## src/rtl/triple_reg_shuffler.sv

```systemverilog
// Loads an (a, b, c) word triple, applies one register-transfer op per clock
// for a programmable number of steps, then hands the result downstream.
//
// state  | meaning
// -------+---------------------------------------------------------------
// S_IDLE | waiting for a triple; in_ready high, out_* show last result
// S_RUN  | applying the latched op once per edge, counting steps down
// S_DONE | result valid; held until the downstream takes it
module triple_reg_shuffler #(
   parameter int WIDTH = 32,
   parameter int CNT_W = 8
) (
   input  logic             clk_i,
   input  logic             reset_i,
   input  logic             in_valid_i,
   output logic             in_ready_o,
   input  logic [WIDTH-1:0] in_a_i,
   input  logic [WIDTH-1:0] in_b_i,
   input  logic [WIDTH-1:0] in_c_i,
   input  logic [1:0]       op_i,
   input  logic [CNT_W-1:0] steps_i,
   output logic             out_valid_o,
   input  logic             out_ready_i,
   output logic [WIDTH-1:0] out_a_o,
   output logic [WIDTH-1:0] out_b_o,
   output logic [WIDTH-1:0] out_c_o,
   output logic             busy_o,
   output logic [CNT_W-1:0] step_cnt_o
);

   typedef enum logic [1:0] {
      S_IDLE = 2'd0,
      S_RUN  = 2'd1,
      S_DONE = 2'd2
   } state_t;

   state_t           state_q;
   logic [WIDTH-1:0] a_q, b_q, c_q;
   logic [WIDTH-1:0] a_d, b_d, c_d;
   logic [CNT_W-1:0] cnt_q;
   logic [1:0]       op_q;

   // All three words are taken from pre-edge values.
   always_comb begin
      a_d = a_q;
      b_d = b_q;
      c_d = c_q;
      unique case (op_q)
         2'b00: begin a_d = b_q; b_d = c_q; c_d = a_q; end
         2'b01: begin a_d = c_q; b_d = a_q; c_d = b_q; end
         2'b10: begin a_d = b_q; b_d = c_q;            end
         2'b11: begin a_d = c_q; c_d = a_q;            end
         default: ;
      endcase
   end

   always_ff @(posedge clk_i or posedge reset_i) begin
      if (reset_i) begin
         state_q <= S_IDLE;
         a_q     <= '0;
         b_q     <= '0;
         c_q     <= '0;
         cnt_q   <= '0;
         op_q    <= '0;
      end else begin
         case (state_q)
            S_IDLE: begin
               if (in_valid_i) begin
                  a_q  <= in_a_i;
                  b_q  <= in_b_i;
                  c_q  <= in_c_i;
                  op_q <= op_i;
                  if (steps_i == '0) begin
                     state_q <= S_DONE;
                  end else begin
                     cnt_q   <= steps_i;
                     state_q <= S_RUN;
                  end
               end
            end
            S_RUN: begin
               a_q <= a_d;
               b_q <= b_d;
               c_q <= c_d;
               // <= 1 rather than == 1 so a corrupted zero count cannot wrap
               if (cnt_q <= CNT_W'(1)) begin
                  cnt_q   <= '0;
                  state_q <= S_DONE;
               end else begin
                  cnt_q <= cnt_q - CNT_W'(1);
               end
            end
            S_DONE: begin
               if (out_ready_i) state_q <= S_IDLE;
            end
            default: begin
               cnt_q   <= '0;
               state_q <= S_IDLE;
            end
         endcase
      end
   end

   assign in_ready_o  = (state_q == S_IDLE);
   assign out_valid_o = (state_q == S_DONE);
   assign busy_o      = (state_q == S_RUN);
   assign step_cnt_o  = cnt_q;
   assign out_a_o     = a_q;
   assign out_b_o     = b_q;
   assign out_c_o     = c_q;

endmodule

```

## config.mk

```make
export PLATFORM = sky130hd
export DESIGN_NAME = triple_reg_shuffler
export DESIGN_NICKNAME = d
export VERILOG_FILES = /design/src/rtl/triple_reg_shuffler.sv
export SDC_FILE = /design/constraint.sdc
export NUM_CORES = 1
export LEC_CHECK = 0
export ABC_AREA = 1
export CORE_AREA = 2 2 127 117
export CTS_CLUSTER_SIZE = 40
export DETAILED_ROUTE_END_ITERATION = 10
export DIE_AREA = 0 0 129 119
export PLACE_DENSITY = 0.9
export SLEW_MARGIN = 20
export SYNTH_ARGS = -nofsm -noshare
export SYNTH_HDL_FRONTEND = slang
export SYNTH_SLANG_ARGS = --single-unit
```

## constraint.sdc

```tcl
create_clock -name clk_i -period 9.3 [get_ports clk_i]
set_input_delay 2.325 -clock clk_i [delete_from_list [all_inputs] [get_ports clk_i]]
set_output_delay 2.325 -clock clk_i [all_outputs]
set_load 0.02 [all_outputs]
```

* Yosys cells after proc, flatten, opt, wreduce, memory -nomap -nowiden
Cells that the tools add are included.
Cells by class: muxes and demuxes 18, bitwise gates (word level) 1, reductions and logical operators 13, div/mod/pow operators 0, shifts and indexed selects 0, equal/unequal tests 11, order comparisons 1, add/sub/neg operators 1, multipliers 0
Operators by type and width (number):
- $pmux 32 s2 | 6
- $mux 32 | 3
- $mux 8 | 3
- $pmux 8 s3 | 1
- $reduce_and 3->1 | 4
- $le 8x1->1 const B | 1
- $logic_not 8->1 | 1
- $mux 2 | 4
- $sub 8x1->8 const B | 1
- $eq 2x2->1 const B | 3
- $ne 3x2->1 const B | 2
- $pmux 2 s3 | 1
- $reduce_or 2->1 | 3
- $eq 2x1->1 const B | 2
- $logic_not 2->1 | 2
- $ne 2x1->1 const B | 2
- $ne 2x2->1 const B | 2
- $reduce_and 2->1 | 2
- $reduce_bool 2->1 | 1
- $not 1->1 | 1
Word-level totals: memory bits (read-only) 0, memories 0, input port bits 110, memory bits (writable) 0, register bits after elaboration 108, output and inout port bits 107, latch bits 0, logic and storage cells 51

* Longest topological paths before layout
depth after elaboration 4, mapped depth 11, mapped depth without buffers 11

* Worst setup path after synthesis
No wires, ideal clock.
path type in2reg, start point in in_valid_i, end point reg b_q[29] (netlist: out_b_o[29]), required time 9.174 ns, stages 6, path buffers 1, setup slack 6.019 ns, library setup time 0.126 ns, arrival time 3.155 ns, cell sequence nand2_1 -> nand2_2 -> inv_2 -> a31oi_4 -> buf_2 -> o21ai_0
Between the ends: longest elaborated chain between the ends 2
RTL lines:
- from (decl) | line 15 | input logic in_valid_i,
- $ne 2x2->1 (no line)
- $reduce_and 3->1 (no line)
- to (signal assigned) | line 70 | b_q <= in_b_i;
- to (decl) | line 38 | logic [WIDTH-1:0] a_q, b_q, c_q;
Every way passes these cells. A chain may end at the register's enable or synchronous reset.

* Worst setup path after layout
start point in in_valid_i, end point reg c_q[7] (netlist: out_c_o[7])
Between the ends: longest elaborated chain between the ends 2
RTL lines:
- $ne 2x2->1 (no line)
- $reduce_and 3->1 (no line)
- to (signal assigned) | line 71 | c_q <= in_c_i;
- to (decl) | line 38
Every way passes these cells.

==> results.yml <==
status:
  outcome: "finished clean"
cells_and_area:
  multiInputGateArea_um2: 2912
  postLayoutCoreUtil_pct: 61.49
  drive_gt1_share_pct: 3.202
  antenna_cells: 0
  nets: 1173
  fill_cells: 1230
  fin_area_um2: 8757
  area_growth_pct: 41.37
  seqCellArea_um2: 2703
sta:
  whs_ns: 0.5480
  period_minus_slack_ns: 4.904
  max_clock_freq_mhz: 203.9
  relSlewSlack_pct: 31.08
  worst_pin_slew_ns: 1.033
  rsz0062_at_grt: "no"
  maxSlewViolCount: 0
  hold_violations: 0
  finalSetupViolCount: 0
  setup_tns_ns: 0
  clock_skew_ns: 0.01096
  period_share_pct: 52.73
route:
  wl_um: 19690
  drcViolationCount: 0
  via_per_inst: 5.316
  ant_nets: 0
  wl_per_cell_um: 15.63
  num_vias: 6698
  drt_pass1_iterations: 5
  drtIter0Drc: 493
clock_tree:
  clock_latency_ns: 0.36
  clockBufferDepth: 2
  cts_max_level: 3
  cts_root_buffer: "clkbuf_16"
  clock_sinks: 108
  cts_made_buffers: 9
  cts_setup_buffers: 0
  cts_hold_buffers: 0
  cts.reportedPaths.clkPinSlew_ns: 0.08
  ctsResizeCount: 0
  cts_tree: "done"
pwr:
  p_sw_mw: 1.869
  p_int_mw: 1.837
  peakVddDrop_mv: 0.1937
  power_density_nw_per_um2: 423.2
  swShare_pct: 50.43
  sequentialPowerShare_pct: 25.7
  p_leak_nw: 3.940
  clkPwrFrac_pct: 10.9
  finalPower_mw: 3.706
  p_comb_share_pct: 63.5
worst_setup_path:
  end_kind: "flop"
  worstPathRequired_ns: 9.59
  setup.worst_path.start_class: "input pin"
  crit_arrival_ns: 5.19
  worstReg2RegStart: "state_q[0]"
  rrSetupSlack_ns: 5.54
  worstPathMaxFanout: 48
  r2r_cells: 9
  crit_type: "input pin to flop"
  reg2reg_to: "out_c_o[7]"
place:
  dp_hpwl_um: 13210
  post_dp_cell_area_um2: 8417
  portBuffers: 216
  gp_congestion: 0.8366
synthesis:
  synth_cell_types: 24
  synth-seq-cells: 108
  syn_nets: 996
  postSynthAreaPerCell_um2: 7.039
  synthArstFlopShare_pct: 100.0
  syn-cell-area_um2: 6195
  synth_edf_count: 0
  ys.flop_type: "dfrtp_1"
  syn-instance-count: 880
  yosysWarnings: 0
  yosysSeqAreaShare_pct: 43.63
global_route:
  antenna_found_initial: 0
  grtUsageMet1_pct: 34.26
  grt_use_total_pct: 25.44
  grt_pass1_wl_um: 31240
  grt-busiest-layer: "met2"
  use_met2_pct: 41.40
  use_met3_pct: 4.492
  grt_pass1_vias: 6268
  grt_max_degree: 84
  grt_overflow: 0
min_path:
  hold_depth: 2
  hold_end: "step_cnt_o[1]"
  holdCritStartpoint: "step_cnt_o[1]"
  holdCritPathClass: "flop to flop"
floorplan:
  ios: 217
  die_h_um: 119
  dieArea_um2: 15350
  coreArea_um2: 14240
  initial_core_util_pct: 43.50
  fp.dieW_um: 129
  rows: 42
flow_run:
  cap_viol_max_count: 0
-- final cells by class --
cell class,instances,area share (%)
multi-input cells,621,33.25
clock inverters,6,0.7287
flip-flops and latches,108,30.86
well taps,198,2.829
repair buffers,223,25.52
inverters,94,4.086
clock buffers,10,2.729
-- sequential cells by signal (all words and copies together), names as in the netlist --
register / cells
out_b_o: 32
op_q: 2
state_q: 2
out_c_o: 32
step_cnt_o: 8
out_a_o: 32
-- critical path, cell delays in order --
cell,delay (ns)
clkdlybuf4s50_1,0.51
nand2_1,0.20
nand2_2,0.65
inv_2,0.25
a31oi_4,0.48
buf_4,0.50
nand2_1,0.11
o21ai_1,0.10
-- placed cells by master, fill, tap and decap left out, types with 5 or more instances in the layout --
| cell type | instances |
|---|---|
| nand2_1 | 242 |
| clkdlybuf4s50_1 | 216 |
| o21ai_0 | 124 |
| a21oi_1 | 118 |
| dfrtp_1 | 108 |
| inv_1 | 90 |
| nor2_1 | 51 |
| o21ai_1 | 31 |
| o22ai_1 | 24 |
| clkbuf_16 | 9 |
| o211ai_1 | 6 |
| a22oi_1 | 6 |
| buf_4 | 6 |
| nand3_1 | 5 |
| ha_1 | 5 |
-- layer usage --
metal  share of wire (%)  vias up  wire [µm]
met2                  48      322       9393
met3                 7.7       38       1520
met5                   0        -          0
li1                    -     3239          -
met4                 2.1        0        407
met1                  43     3099       8369
-- kinds of logic (layout without fill, tap and decap cells) --
kind of cell	after synthesis	count (layout)	share of synthesized area, %
compound gates	311	311	26.62
xor+xnor	1	1	0.1414
fa+ha+maj	6	6	1.212
simple gates	303	303	18.58
buf+inv	151	333	9.816
flops	108	108	43.63
-- cell usage after synthesis (2+ instances only) --
master    number  share of area [%]
buf_4          5               0.61
clkbuf_2       3               0.24
o21ai_1       31                2.5
a21oi_1      118                9.5
nand3_1        5               0.40
dfrtp_1      108                 44
ha_1           6                1.2
a22oi_1        6               0.73
o21ai_0      124                 10
buf_2          9               0.73
inv_2          3               0.18
o22ai_1       24                2.4
inv_1         91                5.5
o211ai_1       6               0.73
nor2_1        53                3.2
clkbuf_1      31                1.9
nand2_1      242                 15
buf_1          8               0.48
a31oi_4        2               0.69
-- worst max path at each step --
stage | from | endpoint | slack (ns) | cells after the start
after detailed placement | in_valid_i | out_b_o[8] | 4.04 | 7
after floorplan | reset_i | op_q[0] | 4.13 | 1
final | in_valid_i | out_c_o[7] | 4.40 | 8
after global placement | in_valid_i | out_c_o[31] | 4.18 | 7
after global routing | in_valid_i | out_c_o[28] | 4.20 | 8
after CTS | in_valid_i | out_b_o[4] | 4.41 | 7
-- power groups by stage --
| stage | clock network (mW) | logic, mW | registers (mW) |
|---|---|---|---|
| 2_1_floorplan | 0 | 1.25 | 1.16 |
| 3_3_place_gp | 0 | 2.24 | 0.945 |
| 3_5_place_dp | 0 | 2.31 | 0.949 |
| 4_1_cts | 0.408 | 2.32 | 0.947 |
| 5_1_grt | 0.426 | 2.59 | 0.984 |
| 6_report | 0.403 | 2.35 | 0.952 |
-- stage by stage --
step,instances,setup WS (ns)
2_1_floorplan,880,4.129
3_3_place_gp,1243,4.177
3_5_place_dp,1243,4.045
4_1_cts,1259,4.410
5_1_grt,1260,4.201
6_report,1260,4.396
(Power assumes the default switching activity.)
